File: src/rtl/rf_writeback_arbiter.sv
// Register-file write port arbiter: core writeback first, queued long-latency results fill free slots.
// Optional macro RF_WB_BYPASS_EN writes an ext result straight through when the queue is empty and the port is free.
module rf_writeback_arbiter #(
  parameter int DEPTH = 4,
  parameter int XLEN  = 32,
  parameter int AW    = 5
) (
  input  logic                       clk,
  input  logic                       areset,
  input  logic                       core_we,
  input  logic [AW-1:0]              core_rd,
  input  logic [XLEN-1:0]            core_wd,
  input  logic                       ext_valid,
  output logic                       ext_ready,
  input  logic [AW-1:0]              ext_rd,
  input  logic [XLEN-1:0]            ext_wd,
  output logic                       rf_we,
  output logic [AW-1:0]              rf_addr,
  output logic [XLEN-1:0]            rf_wd,
  input  logic [AW-1:0]              q1_addr,
  input  logic [AW-1:0]              q2_addr,
  output logic                       q1_busy,
  output logic                       q2_busy,
  output logic [$clog2(DEPTH):0]     occupancy
);

  localparam int PW = $clog2(DEPTH);
  localparam logic [PW:0] FULL_CNT = (PW+1)'(DEPTH);

  logic [AW-1:0]   ent_rd [DEPTH];
  logic [XLEN-1:0] ent_wd [DEPTH];
  logic [DEPTH-1:0] ent_vld;
  logic [PW-1:0]   head;
  logic [PW-1:0]   tail;
  logic [PW:0]     occ;

  logic core_eff;
  logic xfer;
  logic bypass;
  logic push;
  logic pop;

  assign core_eff  = !areset && core_we && (core_rd != '0);
  assign ext_ready = !areset && (occ < FULL_CNT);
  assign xfer      = ext_valid && ext_ready;

`ifdef RF_WB_BYPASS_EN
  assign bypass = xfer && (ext_rd != '0) && (occ == '0) && !core_eff;
`else
  assign bypass = 1'b0;
`endif

  // rd==0 transfers are handshaken but never stored
  assign push = xfer && (ext_rd != '0) && !bypass;
  assign pop  = !areset && !core_eff && (occ != '0);

  assign occupancy = occ;

  always_ff @(posedge clk) begin
    if (areset) begin
      head    <= '0;
      tail    <= '0;
      occ     <= '0;
      ent_vld <= '0;
    end else begin
      // squash older entries first; a same-edge push below is newer and survives
      for (int i = 0; i < DEPTH; i++) begin
        if (core_eff && (ent_rd[i] == core_rd)) ent_vld[i] <= 1'b0;
      end
      if (pop) begin
        ent_vld[head] <= 1'b0;
        head          <= head + 1'b1;
      end
      if (push) begin
        ent_vld[tail] <= 1'b1;
        tail          <= tail + 1'b1;
      end
      case ({push, pop})
        2'b10:   occ <= occ + 1'b1;
        2'b01:   occ <= occ - 1'b1;
        default: occ <= occ;
      endcase
    end
  end

  always_ff @(posedge clk) begin
    if (push) begin
      ent_rd[tail] <= ext_rd;
      ent_wd[tail] <= ext_wd;
    end
  end

  always_comb begin
    rf_we   = 1'b0;
    rf_addr = '0;
    rf_wd   = '0;
    if (core_eff) begin
      rf_we   = 1'b1;
      rf_addr = core_rd;
      rf_wd   = core_wd;
    end else if (bypass) begin
      rf_we   = 1'b1;
      rf_addr = ext_rd;
      rf_wd   = ext_wd;
    end else if (pop && ent_vld[head]) begin
      rf_we   = 1'b1;
      rf_addr = ent_rd[head];
      rf_wd   = ent_wd[head];
    end
  end

  always_comb begin
    q1_busy = 1'b0;
    q2_busy = 1'b0;
    for (int i = 0; i < DEPTH; i++) begin
      if (ent_vld[i] && (ent_rd[i] == q1_addr)) q1_busy = 1'b1;
      if (ent_vld[i] && (ent_rd[i] == q2_addr)) q2_busy = 1'b1;
    end
    if (areset || (q1_addr == '0)) q1_busy = 1'b0;
    if (areset || (q2_addr == '0)) q2_busy = 1'b0;
  end

endmodule

File: config.mk
export PLATFORM = sky130hd
export DESIGN_NAME = rf_writeback_arbiter
export DESIGN_NICKNAME = d
export VERILOG_FILES = /design/src/rtl/rf_writeback_arbiter.sv
export SDC_FILE = /design/constraint.sdc
export NUM_CORES = 1
export LEC_CHECK = 0
export BUFFER_PORTS_ARGS = -buffer_cell sky130_fd_sc_hd__buf_2
export CAP_MARGIN = 20
export CORE_MARGIN = 2
export CORE_UTILIZATION = 50
export DETAILED_ROUTE_END_ITERATION = 12
export PLACE_DENSITY = 0.81
export SLEW_MARGIN = 15
export SYNTH_ARGS = -nofsm -noshare
export SYNTH_HDL_FRONTEND = slang
export SYNTH_SLANG_ARGS = --single-unit
File: constraint.sdc
create_clock -name clk -period 2.8 [get_ports clk]
set_input_delay 0 -clock clk [delete_from_list [all_inputs] [get_ports clk]]
set_output_delay 0 -clock clk [all_outputs]
set_load 0.01 [all_outputs]
# [Word level (Yosys, flattened, before mapping)]
# Memory sizes are Yosys's and may differ from the RTL's. A register that Yosys moved wholly into a read port is not among the register bits.
# Index checks and enable logic that the tools add are counted.
[word_totals] register_bits=11 mem_bits_rw=148 inputBits=88 output_inout_bits=44 elab_cells=104 memories=2
[mem_list] name="ent_wd" depth=4 width=32 read_ports=1 rd_ports_with_merged_regs=1 wr=1 line="31" rtl="logic [XLEN-1:0] ent_wd [DEPTH];"
[mem_list] name="ent_rd" depth=4 width=5 read_ports=5 rd_ports_with_merged_regs=1 wr=1 line="30" rtl="logic [AW-1:0] ent_rd [DEPTH];"
[classes] addsub=4 n_lt_le_gt_ge=5 n_eq_ne=14 n_mux=40 bitwise_logic=3 n_reduce_logical=32
[op_table] operator="32-bit 2-to-1 mux" n=2
[op_table] operator="5-bit equality test" n=12
[op_table] operator="1-bit 2-to-1 mux" n=25
[op_table] operator="1-bit logical AND" n=22
[op_table] operator="4-bit 2-to-1 mux" n=3
[op_table] operator="5-bit logical NOT" n=2
[op_table] operator="5-bit 2-to-1 mux" n=2
[op_table] operator="5-bit nonzero test" n=2
[op_table] operator="2-bit 2-to-1 mux" n=4
[op_table] operator="2-bit by 3-bit less-than comparator with 1-bit output (second input constant)" n=2
[op_table] operator="3-bit one-hot mux with 2 select lines" n=1
[op_table] operator="2-bit by 1-bit adder with 2-bit output (second input constant)" n=2
[op_table] operator="4-bit bitwise AND" n=1
[op_table] operator="1-bit demux with 2-bit select" n=2
[op_table] operator="2-bit by 1-bit >= comparator with 1-bit output (second input constant)" n=2
[op_table] operator="4-bit inverter" n=1
[op_table] operator="4-bit bitwise OR" n=1
[op_table] operator="3-bit by 1-bit adder with 3-bit output (second input constant)" n=1
[op_table] operator="3-bit less-than comparator (second input constant)" n=1
[op_table] operator="3-bit nonzero test" n=1
[op_table] operator="3-bit by 1-bit subtractor with 3-bit output (second input constant)" n=1
[op_table] operator="1-bit binary-select mux with 2-bit select" n=1
[op_table] operator="2-bit by 1-bit equality test with 1-bit output (second input constant)" n=1
[op_table] operator="2-bit equality test (second input constant)" n=1
[op_table] operator="other kinds (3)" n=5

# [Depth between registers and ports, before layout]
# Gate-level depths: netlist (run 1).
[logic_depth] word_depth=11 mapped_depth=11 mapped_depth_nobuf=10

# [Worst setup path before layout (run 1)]
# No wires, ideal clock.
[synth_timing] path_type="input to register" start="in core_rd[4]" end="reg occ[2], in the netlist occupancy[2]" setup_time_ns=0.071 t_arrival_ns=2.509 required_ns=2.729 setup_slack_ns=0.221 path_stages=11 n_path_buf=2 path_cell_list="buf_2 -> or4_1 -> o21a_1 -> nor3_4 -> buf_6 -> ha_1 -> inv_1 -> fa_1 -> xor2_1 -> or3_1 -> a21oi_1"
[synth_via] elab_chain_len=7 word_cells_on_any_way=9 cone_classes="2 x eq/ne; 1 x mux; 6 x reduce/logical"
[synth_lines] item="start: declaration" line="11" rtl="input logic [AW-1:0] core_rd,"
[synth_lines] item="5-bit nonzero test (*)" line="43" rtl="assign core_eff = !areset && core_we && (core_rd != '0);"
[synth_lines] item="1-bit logical AND (*)" line="43"
[synth_lines] item="1-bit logical NOT (*)" line="55" rtl="assign pop = !areset && !core_eff && (occ != '0);"
[synth_lines] item="1-bit logical AND (*) (2 in series)" line="55"
[synth_lines] item="2-bit by 1-bit equality test with 1-bit output / 2-bit equality test (equally long branches)" line="78" rtl="case ({push, pop})"
[synth_lines] item="3-bit one-hot mux with 2 select lines / 2-bit nonzero test (equally long branches)"
[synth_lines] item="end signal: assignment" line="79" rtl="2'b10: occ <= occ + 1'b1;"
[synth_lines] item="end signal: assignment" line="80" rtl="2'b01: occ <= occ - 1'b1;"
[synth_lines] item="end: declaration" line="35" rtl="logic [PW:0] occ;"
# Mark *: on every way between the ends. The rest lies on a longest branch, timed or not.
# A chain may end at the register's enable or synchronous reset.

# [Worst setup path after layout (run 1)]
[layout_timing] start="in areset" end="reg occ[2], in the netlist occupancy[2]"
[layout_via] elab_chain_len=8 word_cells_on_any_way=13 cone_classes="2 x eq/ne; 1 x mux; 10 x reduce/logical"
[layout_lines] item="start: declaration" line="9" rtl="input logic areset,"
[layout_lines] item="1-bit logical NOT" line="43, 44, 55"
[layout_lines] item="1-bit logical AND (2 in series)" line="43"
[layout_lines] item="1-bit logical NOT" line="55"
[layout_lines] item="1-bit logical AND (2 in series)" line="55"
[layout_lines] item="2-bit by 1-bit equality test with 1-bit output / 2-bit equality test (equally long branches)" line="78"
[layout_lines] item="3-bit one-hot mux with 2 select lines / 2-bit nonzero test (equally long branches)"
# Several ways; a longest one is shown, not always the timed one.

==> results.md, run 1 <==
- Root Buffer: clkbuf_16
- RSZ-0062 raised after global routing: false
- Number of cell rows: 44
- Setup Skew: 0.00660 ns
- Vias: 4678
- Iteration-0 DRC Markers: 446
- Worst endpoint required time: 3.14 ns
- Pins Over Slew Limit: 0
- Yosys top cell by area: edfxtp_1
- Logic pwr share: 16.5%
- Routed WL: 17.1 mm
- R2r endpoint: occupancy[2]$_SDFFE_PP0P_
- Final setup TNS: 0 ns
- I/O pin cnt: 132
- Hold Startpoint: ext_valid
- Seq pwr share: 46.2%
- Post-route cell area: 0.00905 mm2
- Outcome: finished clean
- Post-synth top cells: 148 x edfxtp_1, 38 x mux4_2, 37 x a32o_1
- Max transition margin: 44.3%
- Syn Area/Cell: 16.9 um2
- Die W: 124 um
- Endpoints failing setup: 0
- Max frequency: 0.417 GHz
- Max Cap Viol: 0
- Worst hold path type: primary input to register
- Clk buf depth: 2
- Antenna cell count: 0
- Total CTS buffers: 17
- Clock network power share: 37.4%
- Routed vias/inst: 5.92
- RePlAce Congestion: 0.901
- Nets: 691
- Avg WL per Cell: 21.6 um
- Util after Layout: 63.0%
- Largest cells by area after synthesis: edfxtp_1 61%, mux4_2 12%, a32o_1 5.1%, xor2_1 4.3%, dfxtp_1 3.6%
- Largest net degree at the start of global routing: 46
- Post-Synth Simple-Gate Area: 3.28%
- Post-Synthesis Cells: 430
- TritonCTS clock tree: yes
- Sw Share: 25.2%
- Setup crit end kind: register
- Fin crit period: 2.40 ns
- Worst Hold Path EP: ent_vld[3]$_SDFF_PP0_
- Async SR Flop Fraction: 0%
- Layout cells sized above 1: 35.8%
- Initial antenna violation count: 0
- Synth Area in Compound Gates: 7.07%
- Count of warnings emitted by yosys: 0
- CP cell instances: dlygate4sd3_1 -> buf_2 -> nor2_1 -> nand2_1 -> a21oi_1 -> inv_1 -> ha_1 -> inv_1 -> fa_1 -> xor2_1 -> or3_1 -> a21oi_1
- Worst-margin pin slew: 0.836 ns
- Vias in the first global route: 4748
- Synthesized Nets: 528
- Largest family of logic cells by synthesized area: multiplexers
- Post-synth top area share: 61.3%
- Crit Path Class: primary input to register
- Worst-path fanout max: 17
- Worst-case reg-to-reg path depth: 10
- Post-synth EDFFs: 148
- Static Leak: 3.21 nW
- R2R Path Start: occupancy[2]$_SDFFE_PP0P_
- Hold Path Depth: 5
- Internal power: 4.52 mW
- Post-synthesis adder-cell area fraction: 1.83%
- Top-count cell post-synth: edfxtp_1
- Placed cell area: 0.00809 mm2
- TritonRoute pass-1 iters: 5
- GRT overflow: 0
- Final Hold Vio Count: 0
- Die Y: 124 um
- Drc violations: 0
- Power per cell area: 666 mW/mm2
- Slowest CP cell: dlygate4sd3_1
- Worst vdd ir: 0.641 mV
- Die ar.: 0.0155 mm2
- Post-DRT Antenna Nets: 0
- First-pass GRT wire length: 26.4 mm
- CP startpoint kind: primary input
- CTS Sinks: 161
- GRT Total Usage: 22.2%
- Reg clk slew, reported paths: 0.06 ns
- Number of synthesized register bits: 161
- Seq/Total Area, Yosys: 64.8%
- Top FF cell, synth: edfxtp_1
- Core area: 0.0144 mm2
- Port Buf Inserts: 131
- Initial core utilization: 50.5%
- Worst R2R Setup Slack: 0.47 ns
- Synthesized area: 0.00726 mm2
- Post-synthesis mux area share: 11.9%
- Synth unique cells: 33
- NetSw: 1.52 mW
- H-tree Lvls: 4
- Worst-Skew Late Latency: 0.41 ns
- Synth-to-Final Area Change: 24.8%
- Synth Area in XOR/XNOR: 7.73%
- Crit path DAT: 2.74 ns
- CP peak stage delay: 0.53 ns
- HPWL after DPL: 11.0 mm
- Final Cycle Share: 85.6%
## layout by cell type, fill, tap and decap left out, types with 2 or more instances in the layout
cell	count
nor2_1	9
nor4_1	6
inv_6	4
buf_12	3
or4_1	3
bufinv_16	2
clkbuf_16	17
buf_4	9
inv_1	12
o21bai_1	2
mux4_2	38
clkinv_1	4
nand3_1	8
a31oi_1	4
a21oi_1	7
edfxtp_1	148
buf_2	131
ha_1	9
nand2_1	6
dfxtp_2	2
nand4_1	2
dlygate4sd3_1	38
xnor2_1	28
a221o_1	4
clkinvlp_4	3
nor3_1	8
a32o_1	37
clkinv_2	4
dfxtp_1	11
xor2_1	36
## what timing repair did
item | in CTS | in global routing
resized for setup | 0 | 0
endpoints found under the hold margin | 157 | 0
buffers inserted | 0 | 0
hold buffers | 38 | 0
setup endpoints to repair | 0 | 0
## critical path: cells and delay by family
family,cells,cell delay [ns]
AND/OR/NAND/NOR,3,0.63
buffers and inverters,4,0.99
adder cells (fa/ha/maj),2,0.44
AO/OA/AOI/OAI,2,0.61
XOR/XNOR,1,0.07
## sequential cells by signal, summed over array words and instances, names as in the netlist, named ones only
| register | cells |
|---|---|
| ent_rd | 20 |
| ent_wd | 128 |
| ent_vld | 4 |
| head | 2 |
| occupancy | 3 |
| tail | 2 |
## layer usage
metal	part of all wire (%)	vias to the layer above	track usage (%)
met3	6.7	22	5.03
met4	1.3	0	5.88
met2	52	224	38.5
met5	0	-	0
li1	-	2040	-
met1	40	2392	28.5
## stage by stage
stage / total power, mW / instances / hold slack, ns / setup slack, ns
final: 6.04 / 790 / 0.109 / 0.402
after global routing: 6.25 / 790 / 0.127 / 0.219
after CTS: 6.08 / 790 / 0.0883 / 0.440
after detailed placement: 3.78 / 720 / 0.219 / 0.402
after global placement: 3.76 / 720 / 0.208 / 0.486
after floorplan: 3.49 / 430 / 0.0989 / 0.221
## cell families (layout without fill, tap and decap cells)
kind of cell / count (synthesis) / count (layout)
AO/OA/AOI/OAI: 58 / 58
multiplexers: 39 / 39
flip-flops: 161 / 161
XOR/XNOR: 64 / 64
AND/OR/NAND/NOR: 45 / 45
buffers and inverters: 53 / 229
adder cells (fa/ha/maj): 10 / 10
## power groups by stage
stage                     combinational (mW)  clock [mW]  sequential, mW
final                                  0.993        2.26            2.79
after global routing                    1.07        2.38            2.79
after CTS                              0.998        2.30            2.79
after detailed placement               0.947           0            2.84
after global placement                 0.928           0            2.83
after floorplan                        0.680           0            2.81
## worst max path at each step
stage | startpoint | to | slack (ns)
global route | areset | occupancy[2]$_SDFFE_PP0P_ | 0.22
global placement | core_rd[3] | occupancy[2]$_SDFFE_PP0P_ | 0.49
floorplan | core_rd[4] | occupancy[2]$_SDFFE_PP0P_ | 0.22
CTS | areset | occupancy[2]$_SDFFE_PP0P_ | 0.44
finish | areset | occupancy[2]$_SDFFE_PP0P_ | 0.40
detailed placement | core_rd[3] | occupancy[2]$_SDFFE_PP0P_ | 0.40
## final cells by class
| type | count | area [um2] |
|---|---|---|
| clock inverters | 15 | 158 |
| flip-flops and latches | 161 | 4710 |
| inverters | 16 | 60.1 |
| multi-input cells | 216 | 2310 |
| fillers | 1021 | 5310 |
| repair buffers | 181 | 1160 |
| clock buffers | 17 | 425 |
| well taps | 184 | 230 |
Note: power is estimated with default switching activity, not from simulation.
==> run 2, diff against run 1 <==
--- a/config.mk
+++ b/config.mk
@@ -8,10 +8,10 @@
 export BUFFER_PORTS_ARGS = -buffer_cell sky130_fd_sc_hd__buf_2
 export CAP_MARGIN = 20
 export CORE_MARGIN = 2
-export CORE_UTILIZATION = 50
+export CORE_UTILIZATION = 30
 export DETAILED_ROUTE_END_ITERATION = 12
-export PLACE_DENSITY = 0.81
-export SLEW_MARGIN = 15
+export PLACE_DENSITY = 0.56
+export SLEW_MARGIN = 20
 export SYNTH_ARGS = -nofsm -noshare
 export SYNTH_HDL_FRONTEND = slang
 export SYNTH_SLANG_ARGS = --single-unit
==> run 2 against run 1 <==
Wire length up 2.2%. Final cell count increased by 17%. Largest power group unchanged. Sequential share of layout area is 0.99 points lower.
==> results.md, run 2 (same netlist as run 1, synthesis figures left out) <==
- Outcome: finished clean
- Iteration-0 DRC Markers: 192 (-57%)
- Static Leak: 3.22 nW (+0.26%)
- Number of cell rows: 56 (+27%)
- Final Hold Vio Count: 0 (unchanged)
- Endpoints failing setup: 0 (unchanged)
- Reg clk slew, reported paths: 0.06 ns (about the same)
- Setup Skew: 0.00880 ns (+0.00220 ns)
- Synth-to-Final Area Change: 27.2%
- Slowest CP cell: mux4_2
- Drc violations: 0 (unchanged)
- CP peak stage delay: 0.93 ns (+0.40 ns)
- M1 GR Usage: 17.3% (-11 points)
- Routed WL: 17.5 mm (+2.2%)
- Commonest non-fill, non-tap cells in the layout: 148 x edfxtp_1, 131 x buf_2, 38 x mux4_2, 38 x dlygate4sd3_1, 37 x a32o_1
- Initial core utilization: 30.7% (-20 points)
- Max FFs per register: 128 (unchanged)
- GRT overflow: 0 (unchanged)
- Largest reg by FF count: ent_wd
- Layout cells sized above 1: 36.2% (+0.39 points)
- GRT Total Usage: 13.9% (-8.3 points)
- TritonCTS clock tree: yes
- Most common cell after layout, fill and taps aside: edfxtp_1
- CTS Sinks: 161 (unchanged)
- Final Cycle Share: 85.2% (-0.46 points)
- Power per cell area: 655 mW/mm2 (-1.7%)
- Total CTS buffers: 17 (unchanged)
- Met2 GRT Util: 23.5% (-15 points)
- Pins Over Slew Limit: 0 (unchanged)
- Crit Path Class: register to primary output
- Root Buffer: clkbuf_16
- Worst-margin pin slew: 0.912 ns (+0.0756 ns)
- Setup crit end kind: primary output
- Worst-Skew Late Latency: 0.42 ns (about the same)
- Max transition margin: 39.2% (-5.0 points)
- Clk buf depth: 2 (unchanged)
- Vias in the first global route: 4681 (-1.4%)
- Worst vdd ir: 0.401 mV (-37%)
- Fin crit period: 2.39 ns (-0.0128 ns)
- Most used routing layer: met2
- Antenna cell count: 0 (unchanged)
- Vias: 4497 (-3.9%)
- RePlAce Congestion: 0.821 (-8.8%)
- R2R Path Start: occupancy[2]$_SDFFE_PP0P_
- # fillers: 2181 (+110%)
- CP startpoint kind: register
- Worst hold path type: primary input to register
- Die ar.: 0.0254 mm2 (+64%)
- Crit path DAT: 2.39 ns (-0.35 ns)
- Max frequency: 0.419 GHz (+0.54%)
- Largest registers: ent_wd x128, ent_rd x20, ent_vld x4
- Largest net degree at the start of global routing: 46 (unchanged)
- Worst endpoint required time: 2.80 ns (-0.34 ns)
- Max Cap Viol: 0 (unchanged)
- Port Buf Inserts: 131 (unchanged)
- Post-cts sizing count: 0 (unchanged)
- H-tree Lvls: 4 (unchanged)
- HPWL after DPL: 12.0 mm (+9.1%)
- I/O pin cnt: 132 (unchanged)
- # Post-CTS Setup Buffers: 0 (unchanged)
- Setup crit start: head[0]$_SDFFE_PP0N_
- Worst-path fanout max: 38 (+21)
- Met3 Resource Use GR: 3.15% (-1.9 points)
- Final setup TNS: 0 ns (unchanged)
- Die Y: 160 um (+28%)
- Worst hold margin: 0.0832 ns (-0.0262 ns)
- CP cell instances: mux4_2 -> a32o_1 -> buf_2
- RSZ-0062 raised after global routing: false
- Hold Startpoint: ext_valid
- Nets: 690 (-0.14%)
- Initial antenna violation count: 0 (unchanged)
- Die W: 160 um (+28%)
- TritonRoute pass-1 iters: 6 (+1)
- Routed vias/inst: 4.87 (-18%)
- Core area: 0.0236 mm2 (+64%)
- Post-DRT Antenna Nets: 0 (unchanged)
- Avg WL per Cell: 18.9 um (-13%)
- First-pass GRT wire length: 26.8 mm (+1.6%)
run 2: cell types whose count changed in the layout (fill, tap and decap cells not counted), moves of 2 or more:
cell	before	now
clkinv_1	4	1
clkinv_2	4	2
buf_4	9	7
inv_2	0	4
run 2: worst max-delay path: cells and delay by family (launching register included):
| family | cells | cell delay (ns) |
|---|---|---|
| flip-flops | 1 | 0.44 |
| multiplexers | 1 | 0.93 |
| buffers and inverters | 1 | 0.15 |
| AO/OA/AOI/OAI | 1 | 0.43 |
run 2: report_power, final:
group | switching, mW | internal [mW]
clock | 0.936 | 1.32
combinational | 0.533 | 0.473
sequential | 0.0648 | 2.72
total | 1.53 | 4.51
run 2: what timing repair did:
action                                  CTS  global route
hold buffers                             38             0
endpoints found under the setup margin    0             0
endpoints found under the hold margin   152             0
run 2: final timing paths:
| check | to | slack, ns | depth (start not counted) |
|---|---|---|---|
| setup / recovery | rf_addr[1] | 0.41 | 3 |
| hold / removal | ent_vld[1]$_SDFF_PP0_ | 0.08 | 5 |
| setup reg to reg | occupancy[2]$_SDFFE_PP0P_ | 0.61 | 10 |
| hold reg to reg | occupancy[2]$_SDFFE_PP0P_ | 0.56 | 2 |
run 2: layout make-up:
| class | count | area [um2] | area share [%] |
|---|---|---|---|
| sequential | 161 | 4710 | 51.0 |
| tap | 319 | 399 | 4.32 |
| timing repair buffer | 180 | 1170 | 12.7 |
| clock buffer | 17 | 425 | 4.61 |
| inverter | 16 | 60.1 | 0.651 |
| clock inverter | 15 | 159 | 1.72 |
| multi-input combinational | 216 | 2310 | 25.0 |
run 2: per-layer routing:
metal / vias to the layer above / routed length [um]
met5: - / 0
met4: 0 / 311
met3: 25 / 842
met2: 135 / 8770
met1: 2297 / 7560
li1: 2040 / -
run 2: metrics by stage:
stage	total power, mW	utilization (%)	area (um2)	instances	setup slack [ns]
2_1_floorplan	3.49	-	7260	430	0.221
3_3_place_gp	3.79	35.0	8270	854	0.452
3_5_place_dp	3.82	35.0	8270	854	0.387
4_1_cts	6.12	39.1	9230	924	0.394
5_1_grt	6.29	39.1	9230	924	0.315
6_report	6.05	39.1	9230	924	0.415
